File: config.mk
export PLATFORM = sky130hd
export DESIGN_NAME = serial_adder_ctrl
export DESIGN_NICKNAME = d
export VERILOG_FILES = /design/src/rtl/serial_adder_pkg.sv /design/src/rtl/serial_adder_ctrl_full_adder_bit.sv /design/src/rtl/serial_adder_ctrl.sv
export SDC_FILE = /design/constraint.sdc
export NUM_CORES = 1
export LEC_CHECK = 0
export ABC_AREA = 1
export ABC_CLOCK_PERIOD_IN_PS = 1500
export CAP_MARGIN = 5
export CORE_ASPECT_RATIO = 0.5
export CORE_MARGIN = 3
export CORE_UTILIZATION = 43
export DETAILED_ROUTE_END_ITERATION = 8
export MAX_ROUTING_LAYER = met4
export PLACE_DENSITY = 0.71
export SETUP_SLACK_MARGIN = 0.02
export SKIP_LAST_GASP = 1
export SYNTH_ARGS = -nofsm -noshare
export SYNTH_HDL_FRONTEND = slang
export SYNTH_SLANG_ARGS = --single-unit
File: constraint.sdc
create_clock -name ck -period 1.5 [get_ports ck]
set_input_delay 0.375 -clock ck [delete_from_list [all_inputs] [get_ports ck]]
set_output_delay 0.375 -clock ck [all_outputs]
set_load 0.02 [all_outputs]
File: src/rtl/serial_adder_pkg.sv
// Shared definitions for the bit-serial adder controller: the controller
// state encoding and the default operand width.
package serial_adder_pkg;

    // Default operand/result width; legal range is 2..32.
    localparam int DEFAULT_WIDTH = 8;

    // Controller states, 2-bit encoding.
    typedef enum logic [1:0] {
        ST_IDLE = 2'd0,
        ST_RUN  = 2'd1,
        ST_DONE = 2'd2
    } state_e;

endpackage : serial_adder_pkg

File: src/rtl/serial_adder_ctrl_full_adder_bit.sv
// Single 1-bit full-adder cell. Purely combinational; the serial controller
// time-shares one instance across all operand bits.
module full_adder_bit (
    input  logic x,
    input  logic y,
    input  logic cin,
    output logic cout,
    output logic s
);

    // Sum and majority carry of the three input bits.
    always_comb begin
        s    = x ^ y ^ cin;
        cout = (x & y) | (x & cin) | (y & cin);
    end

endmodule : full_adder_bit

File: src/rtl/serial_adder_ctrl.sv
// Bit-serial adder controller. Adds two WIDTH-bit operands plus carry-in
// one bit per clock, LSB first, through a single shared full-adder cell.
// Handshake: start (accepted in IDLE or DONE), busy (RUN), done (1 cycle).
// Optional build macro SERIAL_ADDER_OVF_EN adds the signed overflow output
// ovf, captured together with cout on the final RUN edge.
module serial_adder_ctrl
    import serial_adder_pkg::*;
#(
    parameter int WIDTH = DEFAULT_WIDTH
) (
    input  logic             ck,
    input  logic             rst_n,
    input  logic             start,
    input  logic [WIDTH-1:0] a,
    input  logic [WIDTH-1:0] b,
    input  logic             cin,
    output logic             busy,
    output logic             done,
    output logic [WIDTH-1:0] sum,
    output logic             cout
`ifdef SERIAL_ADDER_OVF_EN
    ,
    output logic             ovf
`endif
);

    localparam int CNT_W = $clog2(WIDTH);
    localparam logic [CNT_W-1:0] CNT_LAST = CNT_W'(WIDTH - 1);

    state_e           state_q, state_d;
    logic [WIDTH-1:0] a_q, a_d;
    logic [WIDTH-1:0] b_q, b_d;
    logic [WIDTH-1:0] sum_q, sum_d;
    logic [CNT_W-1:0] cnt_q, cnt_d;
    logic             carry_q, carry_d;
    logic             cout_q, cout_d;
    logic             busy_q, busy_d;
    logic             done_q, done_d;
`ifdef SERIAL_ADDER_OVF_EN
    logic             ovf_q, ovf_d;
`endif

    logic             fa_s;
    logic             fa_cout;
    logic             accept;
    logic             last_bit;

    // The one shared full-adder cell works on the current LSBs and carry.
    full_adder_bit u_fa (
        .x    (a_q[0]),
        .y    (b_q[0]),
        .cin  (carry_q),
        .cout (fa_cout),
        .s    (fa_s)
    );

    // A new start is taken only when not already running; start in RUN is dropped.
    assign accept   = start && (state_q == ST_IDLE || state_q == ST_DONE);
    assign last_bit = (cnt_q == CNT_LAST);

    // Next-state, shift-path and handshake computation.
    always_comb begin
        // NOTE: every signal gets a default first so no path leaves it unassigned (no latch).
        state_d = state_q;
        a_d     = a_q;
        b_d     = b_q;
        sum_d   = sum_q;
        cnt_d   = cnt_q;
        carry_d = carry_q;
        cout_d  = cout_q;
`ifdef SERIAL_ADDER_OVF_EN
        ovf_d   = ovf_q;
`endif

        if (accept) begin
            // Capture operands; sum is left alone so it only changes by shifting.
            a_d     = a;
            b_d     = b;
            carry_d = cin;
            cnt_d   = '0;
            state_d = ST_RUN;
        end else begin
            unique case (state_q)
                ST_IDLE: state_d = ST_IDLE;
                ST_RUN: begin
                    sum_d   = {fa_s, sum_q[WIDTH-1:1]};
                    a_d     = a_q >> 1;
                    b_d     = b_q >> 1;
                    carry_d = fa_cout;
                    cnt_d   = cnt_q + CNT_W'(1);
                    if (last_bit) begin
                        state_d = ST_DONE;
                        cout_d  = fa_cout;
`ifdef SERIAL_ADDER_OVF_EN
                        // Carry into the MSB is the carry entering this last cell.
                        ovf_d   = carry_q ^ fa_cout;
`endif
                    end
                end
                ST_DONE: state_d = ST_IDLE;
                default: state_d = ST_IDLE;
            endcase
        end

        // Handshake outputs are registered, decoded from the state being entered.
        busy_d = (state_d == ST_RUN);
        done_d = (state_d == ST_DONE);
    end

    // Controller state, datapath registers and registered outputs.
    always_ff @(posedge ck or negedge rst_n) begin
        // NOTE: all state, operand registers included, is reset so no partial result survives.
        if (!rst_n) begin
            state_q <= ST_IDLE;
            a_q     <= '0;
            b_q     <= '0;
            sum_q   <= '0;
            cnt_q   <= '0;
            carry_q <= 1'b0;
            cout_q  <= 1'b0;
            busy_q  <= 1'b0;
            done_q  <= 1'b0;
`ifdef SERIAL_ADDER_OVF_EN
            ovf_q   <= 1'b0;
`endif
        end else begin
            // NOTE: non-blocking so every register samples the pre-edge values.
            state_q <= state_d;
            a_q     <= a_d;
            b_q     <= b_d;
            sum_q   <= sum_d;
            cnt_q   <= cnt_d;
            carry_q <= carry_d;
            cout_q  <= cout_d;
            busy_q  <= busy_d;
            done_q  <= done_d;
`ifdef SERIAL_ADDER_OVF_EN
            ovf_q   <= ovf_d;
`endif
        end
    end

    assign busy = busy_q;
    assign done = done_q;
    assign sum  = sum_q;
    assign cout = cout_q;
`ifdef SERIAL_ADDER_OVF_EN
    assign ovf  = ovf_q;
`endif

endmodule : serial_adder_ctrl

Yosys cells after proc, flatten, opt, wreduce, memory -nomap -nowiden
Cells that the tools add are included.
{"block": "word_totals", "out_inout_bits": 11, "regBits": 33, "inputBits": 20}
{"block": "classes", "mux": 11, "n_bitwise": 8, "n_addsub": 1, "eq_ne": 5, "n_reduce_logical": 6}
{"cell": "8-bit 2-to-1 mux", "count": 4}
{"cell": "2-bit 2-to-1 mux", "count": 3}
{"cell": "3-bit 2-to-1 mux", "count": 2}
{"cell": "2-bit by 1-bit == test with 1-bit output, second input constant", "count": 2}
{"cell": "2-bit == test, second input constant", "count": 2}
{"cell": "3-bit by 1-bit adder with 3-bit output, second input constant", "count": 1}
{"cell": "1-bit AND", "count": 3}
{"cell": "3-bit == test, second input constant", "count": 1}
{"cell": "3-bit AND reduction", "count": 1}
{"cell": "2-bit zero test", "count": 1}
{"cell": "1-bit 2-to-1 mux", "count": 2}
{"cell": "1-bit OR", "count": 2}
{"cell": "2-bit AND reduction", "count": 1}
{"cell": "2-bit nonzero test", "count": 1}
{"cell": "1-bit XOR", "count": 2}
{"cell": "1-bit logical AND", "count": 1}
{"cell": "1-bit logical OR", "count": 1}
{"cell": "1-bit NOT", "count": 1}

Longest topological paths before layout
Gate-level depths: netlist (run 1).
{"block": "logic_depth", "depth_word": 5, "mapped_depth": 7, "ltp_nobuf": 6}

Cells and area by module
A second synthesis (run 1) with hierarchy kept.
{"block": "unflattened", "cells_unflattened": 188, "area_unflattened_um2": 1510.2}
{"mod": "serial_adder_ctrl", "instances": 1, "seq_area_each_um2": 825.8, "cells_per_inst": 187, "area_each_um2": 1490.2}
{"mod": "full_adder_bit", "instances": 1, "seq_area_each_um2": 0.0, "cells_per_inst": 1, "area_each_um2": 20.0}

Worst setup path after synthesis (run 1)
No wires, ideal clock.
{"block": "synth_timing", "path_kind": "flip-flop to flip-flop", "from": "reg carry_q", "to": "reg carry_q", "synth_period_minus_slack_ns": 1.126, "required_ns": 1.384, "arrival_time_ns": 1.010, "slack_ns": 0.374, "n_path_buf": 0, "setup_ns": 0.116, "path_stages_with_launch": 6, "path_cell_list": "dfrtp_1 -> fa_1 -> nand3_1 -> nand2_1 -> inv_1 -> nand2_1"}
{"block": "synth_between", "elab_chain_cells": 5}
{"element": "start, declared", "line": "serial_adder_ctrl.sv:35", "text": "logic carry_q, carry_d;"}
{"element": "start signal, assigned", "line": "serial_adder_ctrl.sv:133", "text": "carry_q <= carry_d;"}
{"element": "1-bit AND", "line": "serial_adder_ctrl_full_adder_bit.sv:14", "text": "cout = (x & y) | (x & cin) | (y & cin);"}
{"element": "1-bit OR", "line": "serial_adder_ctrl_full_adder_bit.sv:14"}
{"element": "1-bit OR (*)", "line": "serial_adder_ctrl_full_adder_bit.sv:14"}
{"element": "via fa_cout", "line": "serial_adder_ctrl.sv:44", "text": "logic fa_cout;"}
{"element": "1-bit 2-to-1 mux (*)", "line": "serial_adder_ctrl.sv:83", "text": "unique case (state_q)"}
{"element": "1-bit 2-to-1 mux (*)", "line": "serial_adder_ctrl.sv:75", "text": "if (accept) begin"}
The timed path passes the listed nets; every way through them passes the cells marked *. The select of a mux whose other input is x is not followed.
A chain may end at the register's enable or synchronous reset.

Worst setup path after layout (run 1)
{"block": "layout_timing", "from": "reg sum_q[4], in the netlist sum[4]", "to": "out sum[4]"}
{"element": "start, declared", "line": "serial_adder_ctrl.sv:33", "text": "logic [WIDTH-1:0] sum_q, sum_d;"}
{"element": "start signal, assigned", "line": "serial_adder_ctrl.sv:131", "text": "sum_q <= sum_d;"}
{"element": "end, declared", "line": "serial_adder_ctrl.sv:19", "text": "output logic [WIDTH-1:0] sum,"}
No word-level cell between the ends.

==> results of run 1 <==
-- cells in the final DEF, fill, tap and decap left out --
| cell type | count |
|---|---|
| inv_2 | 2 |
| ha_1 | 2 |
| o21ai_0 | 13 |
| clkdlybuf4s50_1 | 19 |
| fa_1 | 1 |
| clkinv_2 | 2 |
| nor2_1 | 8 |
| clkinvlp_4 | 1 |
| dfrtp_1 | 33 |
| buf_12 | 2 |
| nand2_4 | 2 |
| dlygate4sd2_1 | 11 |
| nand2_1 | 75 |
| nor2_2 | 1 |
| a21oi_1 | 1 |
| inv_1 | 26 |
| buf_4 | 7 |
| nand3_1 | 20 |
| clkbuf_8 | 5 |
-- cells by family after synthesis --
kind of cell	Yosys count
compound gates	14
fa+ha+maj	3
buf+inv	35
flops	33
simple gates	106
-- state kept, by name (all words and copies together), names as in the netlist --
register	flops
b_q	8
carry_q	1
cout	1
done	1
sum	8
state_q	2
busy	1
cnt_q	3
a_q	8
-- power groups by stage --
stage          registers (mW)  logic (mW)  clock network [mW]
6_report                 1.52        1.81               0.653
5_1_grt                  1.58        2.08               0.706
4_1_cts                  1.53        1.83               0.659
3_5_place_dp             1.54        1.90                   0
3_3_place_gp             1.53        1.84                   0
2_1_floorplan            1.66        1.10                   0
-- worst paths after layout --
kind	start	to	slack, ns
max	sum[4]	sum[4]	0.12
max in group asynchronous	rst_n	b_q[3]	0.86
max reg2reg	carry_q	carry_q	0.29
min in group ck	b_q[3]	b_q[3]	0.48
min	rst_n	sum[1]	0.46
min reg2reg	b_q[3]	b_q[3]	0.48
-- per-stage QoR --
| stage | std cells | setup TNS (ns) | util (%) | hold slack [ns] |
|---|---|---|---|---|
| 3_3_place_gp | 271 | -0.1483 | 60.75 | 0.4555 |
| 4_1_cts | 279 | 0 | 63.03 | 0.4735 |
| 2_1_floorplan | 191 | 0 | - | 0.07941 |
| 3_5_place_dp | 271 | -0.2645 | 60.75 | 0.4635 |
| 6_report | 279 | 0 | 63.11 | 0.4649 |
| 5_1_grt | 279 | 0 | 63.11 | 0.4884 |
-- what timing repair did --
item                                    4_1_cts  5_1_grt
pin swaps                                     0        0
endpoints found under the setup margin       11        9
resized for setup                            11        1
hold buffers                                  0        0
-- final cells by class --
cell class                 instances  area [µm²]
fill                             283        1176
sequential                        33       825.8
multi-input combinational        123       555.5
timing repair buffer              39       379.1
inverter                          28       105.1
clock buffer                       5       68.82
tap                               48       60.06
clock inverter                     3       17.52
-- per-layer routing --
| metal | vias to the layer above | global-route usage (%) | wire (µm) |
|---|---|---|---|
| met5 | - | - | 0 |
| met4 | 0 | 4.559 | 21 |
| met3 | 2 | 4.777 | 184 |
| met2 | 32 | 30.18 | 1421 |
| met1 | 589 | 19.49 | 1525 |
| li1 | 660 | - | - |
==> flow_metrics.tcl, run 1 <==
set metrics [dict create \
    io_pins 31 \
    synth_compound_area_share_pct 4.594 \
    async_flop_share_pct 100.0 \
    routedWlPerCell_um 11.30 \
    synth.most_common_cell "nand2_1" \
    status "finished, final reports clean" \
    power.share.clock_pct 16.4 \
    synth_common_cells "75 x nand2_1, 33 x dfrtp_1, 26 x inv_1" \
    htreeDepth 2 \
    synth_cells 191 \
    end_kind "output port" \
    tightestPinTransition_ns 0.5210 \
    fin_skew_ns 0.004580 \
    first_pass_iters 4 \
    antenna_cells 0 \
    path_class "register to output port" \
    drive_gt1_share_pct 9.524 \
    overflow 0 \
    yosys.area.top_type "dfrtp_1" \
    critPathArrivalTime_ns 1.00 \
    clockRootBuffer "clkbuf_8" \
    intPower_mw 2.337 \
    port-buffer-count 30 \
    pwr-share-seq_pct 38.2 \
    yosys_warnings 0 \
    fin_ws_ns 0.1243 \
    via_count 1283 \
    die-area_um2 4341 \
    antenna_left 0 \
    final_cell_area_um2 2012 \
    min_period_ns 1.376 \
    power_switching_mw 1.645 \
    synth_nets 214 \
    synth_area_leaders "dfrtp_1 54%, nand2_1 18%, nand3_1 6.6%" \
    setup_viol 0 \
    nets 253 \
    antenna_found_initial 0 \
    gp_congestion 0.7784 \
    grt_usage_pct 16.79 \
    synth_fa_ha_area_share_pct 2.953 \
    cts_tree "done" \
    synth_top_area_share_pct 54.14 \
    ys_ff_latch 33 \
    start_util_pct 47.84 \
    start_kind "register" \
    place_area_um2 1937 \
    die_h_um 48.12 \
    synth_edf_count 0 \
    drv_cap 0 \
    cts_buffer_depth 2 \
    crit_buf_inv 1 \
    cts_setup_buffers 0 \
    rsz0062_at_grt "no" \
    cp_data_required_time_ns 1.12 \
    path_depth 1 \
    max_slew_margin_pct 65.23 \
    power_mw 3.982 \
    synth.distinct_cells 14 \
    hold_viol 0 \
    pre_cts_ws_ns -0.04257 \
    num_rows 14 \
    yosys.area_share.simple_pct 28.71 \
    synthFlopType "dfrtp_1" \
    clk_pin_slew_ns 0.07 \
    drt_iter0_drc 38 \
    detail_route.vias_per_cell 4.599 \
    wl_um 3153 \
    p_per_area_nw_per_um2 1979 \
    combPwrFrac_pct 45.4 \
    peakVddDrop_mv 0.8334 \
    first_global_vias 1214 \
    power_leakage_nw 1.095 \
    reg2regPathDepth 5 \
    cp_slowest_cell "dfrtp_1" \
    max_stage_delay_ns 0.40 \
    crit_fanout 3 \
    synthMuxAreaShare_pct 0 \
    ys_seq_area_share_pct 54.14 \
    grt_pass1_wl_um 5368 \
    synth_top_family_by_area "simple AND/OR/NAND/NOR gates" \
    syn_area_per_cell_um2 7.985 \
    syn2layout_area_growth_pct 31.91 \
    insertion_delay_ns 0.28 \
    numClockSinks 33 \
    core_um2 3188 \
    hpwlAfterDp_um 2206 \
    swShare_pct 41.30 \
    grt_max_degree 34 \
    finalCritPeriodShare_pct 91.72 \
    cts-buffers-inserted 5 \
    cp_top_family "flip-flops" \
    syn_area_um2 1525 \
    worstHoldPathType "input pin to asynchronous set/reset pin" \
    drc 0 \
    fmax_ghz 0.7269 \
    synthXorXnorAreaFrac_pct 0 \
    timing.final.max_slew_violations 0 \
    crit_chain "dlygate4sd2_1" \
    fp.dieW_um 90.23 \
]
Note: power is estimated with default switching activity, not from simulation.
==> run 2: changes to the inputs <==
--- a/config.mk
+++ b/config.mk
@@ -5,7 +5,6 @@
 export SDC_FILE = /design/constraint.sdc
 export NUM_CORES = 1
 export LEC_CHECK = 0
-export ABC_AREA = 1
 export ABC_CLOCK_PERIOD_IN_PS = 1500
 export CAP_MARGIN = 5
 export CORE_ASPECT_RATIO = 0.5
==> flow_metrics.tcl, run 2 <==
set metrics [dict create \
    status "finished, final reports clean" \
    worstHoldPathType "input pin to asynchronous set/reset pin" \
    wl_um 2716 \
    drc 0 \
    power_leakage_nw 0.8535 \
    insertion_delay_ns 0.28 \
    synth_top_family_by_area "compound AO/OA/AOI/OAI gates" \
    mostFrequentLayoutCells "33 x dfrtp_1, 19 x clkdlybuf4s50_1, 15 x a21oi_1" \
    synth_compound_area_share_pct 15.31 \
    cts-buffers-inserted 5 \
    drv_cap 0 \
    syn2layout_area_growth_pct 32.72 \
    min_period_ns 1.423 \
    path_class "register to register" \
    drive_gt1_share_pct 18.07 \
    antenna_cells 0 \
    nets 188 \
    die-area_um2 4263 \
    final_cell_area_um2 1984 \
    start_kind "register" \
    first_global_vias 997 \
    num_rows 14 \
    synth_top_area_share_pct 55.23 \
    synth.most_common_cell "dfrtp_1" \
    ys_seq_area_share_pct 55.23 \
    antenna_left 0 \
    setup_viol 0 \
    routedWlPerCell_um 13.18 \
    fmax_ghz 0.7028 \
    start_util_pct 47.42 \
    fill_cells 266 \
    syn_area_per_cell_um2 11.77 \
    hold_viol 0 \
    yosys.area_share.simple_pct 6.611 \
    synth_edf_count 0 \
    crit_fanout 2 \
    final-seq-area_um2 825.8 \
    tightestPinTransition_ns 0.3607 \
    core_um2 3153 \
    first_pass_iters 4 \
    synth.distinct_cells 22 \
    cts_buffer_depth 2 \
    htreeDepth 2 \
    multi_input_area_um2 588.1 \
    end_kind "register" \
    peakVddDrop_mv 0.7477 \
    detail_route.vias_per_cell 5.083 \
    syn_area_um2 1495 \
    dpl.cell_count 196 \
    critPathArrivalTime_ns 1.59 \
    fp.dieW_um 89.39 \
    io_pins 31 \
    die_h_um 47.70 \
    synth_cells 127 \
    fin_skew_ns 0.006630 \
    port-buffer-count 30 \
    clk_pin_slew_ns 0.07 \
    hpwlAfterDp_um 1889 \
    gp_congestion 0.7292 \
    yosys.area.top_type "dfrtp_1" \
    synthFlopType "dfrtp_1" \
    cp_data_required_time_ns 1.67 \
    numClockSinks 33 \
    cts_tree "done" \
    grt_pass1_wl_um 4519 \
    via_count 1047 \
    synth_fa_ha_area_share_pct 3.013 \
    grt_max_degree 34 \
    finalCritPeriodShare_pct 94.86 \
    synthXorXnorAreaFrac_pct 0.5858 \
    synth_nets 150 \
    grt_usage_pct 15.08 \
    async_flop_share_pct 100.0 \
    rsz0062_at_grt "no" \
    max_slew_margin_pct 75.95 \
    synth_common_cells "33 x dfrtp_1, 15 x a21oi_1, 11 x mux2_2" \
    hold_buffers 0 \
    timing.final.max_slew_violations 0 \
    final_common_cell "dfrtp_1" \
    antenna_found_initial 0 \
    place_area_um2 1864 \
    overflow 0 \
    clockRootBuffer "clkbuf_8" \
    drt_iter0_drc 55 \
    synthMuxAreaShare_pct 13.64 \
    power_mw 4.173 \
    p_per_area_nw_per_um2 2103 \
    yosys_warnings 0 \
    ys_ff_latch 33 \
    synth_area_leaders "dfrtp_1 55%, mux2_2 8.3%, mux2i_1 5.4%" \
    fin_cells 206 \
]
run 2: cell types whose count changed in the layout (fill, tap and decap cells not counted), sizes merged, moves of 4 or more:
cell and delta:
o22ai +7, mux2 +11, nor2 -6, a21oi +14, nor2b +9, o21ai -10
a22o +4, mux2i +8, nand2 -76, nand3 -20, inv -20, a211oi +8
run 2: timing repair:
item                                    CTS  global route
resized for setup                        11             1
cloned                                    0             0
pin swaps                                 0             0
endpoints found under the setup margin   11             1
setup buffers                             0             2
run 2: metrics by stage:
step / hold WS (ns) / setup WS (ns) / TNS (ns) / util, %
after floorplan: 0.07941 / 0.08156 / 0 / -
after global placement: 0.4835 / -0.05136 / -0.3821 / 59.13
after detailed placement: 0.4946 / -0.07681 / -0.5334 / 59.13
after CTS: 0.4582 / 0.04438 / 0 / 62.38
after global routing: 0.4723 / 0.03241 / 0 / 62.94
final: 0.4525 / 0.07704 / 0 / 62.94
run 2: logic make-up after synthesis:
family                   Yosys count
AND/OR/NAND/NOR                   17
XOR/XNOR                           1
adder cells (fa/ha/maj)            3
multiplexers                      19
buffers and inverters             17
AO/OA/AOI/OAI                     37
flip-flops                        33
run 2: cell type report:
type,count,area share (%)
clock buffer,7,4.351
clock inverter,1,1.513
inverter,8,1.513
multi-input combinational,77,29.63
sequential,33,41.61
tap,40,2.522
timing repair buffer,40,18.85
run 2: power by group:
| part | switching [mW] | total (mW) | leakage (nW) | internal [mW] |
|---|---|---|---|---|
| Clock | 0.310 | 0.851 | 0.0585 | 0.541 |
| Combinational | 0.840 | 1.75 | 0.401 | 0.909 |
| Sequential | 0.254 | 1.57 | 0.394 | 1.32 |
run 2: final timing paths:
path / start / endpoint / slack, ns / cells past startpoint
min reg2reg: sum[0] / sum[0] / 0.50 / 1
max reg2reg: cnt_q[0] / cnt_q[2] / 0.08 / 4
min in group ck: sum[0] / sum[0] / 0.50 / 1
max: cnt_q[0] / cnt_q[2] / 0.08 / 4
min: rst_n / b_q[2] / 0.45 / 2
max in group asynchronous: rst_n / carry_q / 0.87 / 2
run 2: routing by layer:
metal,vias up,part of all wire (%),GRT usage [%]
met5,-,0,-
met4,0,0.52,5.341
met3,3,4.7,4.639
met2,24,46,23.72
met1,488,48,18.81
li1,532,-,-
run 2: worst max-delay path, cell delays in order (launching register included):
cell and delay [ns]:
dfrtp_1 0.39, ha_2 0.19, ha_1 0.26, mux2_2 0.25
a22o_1 0.22
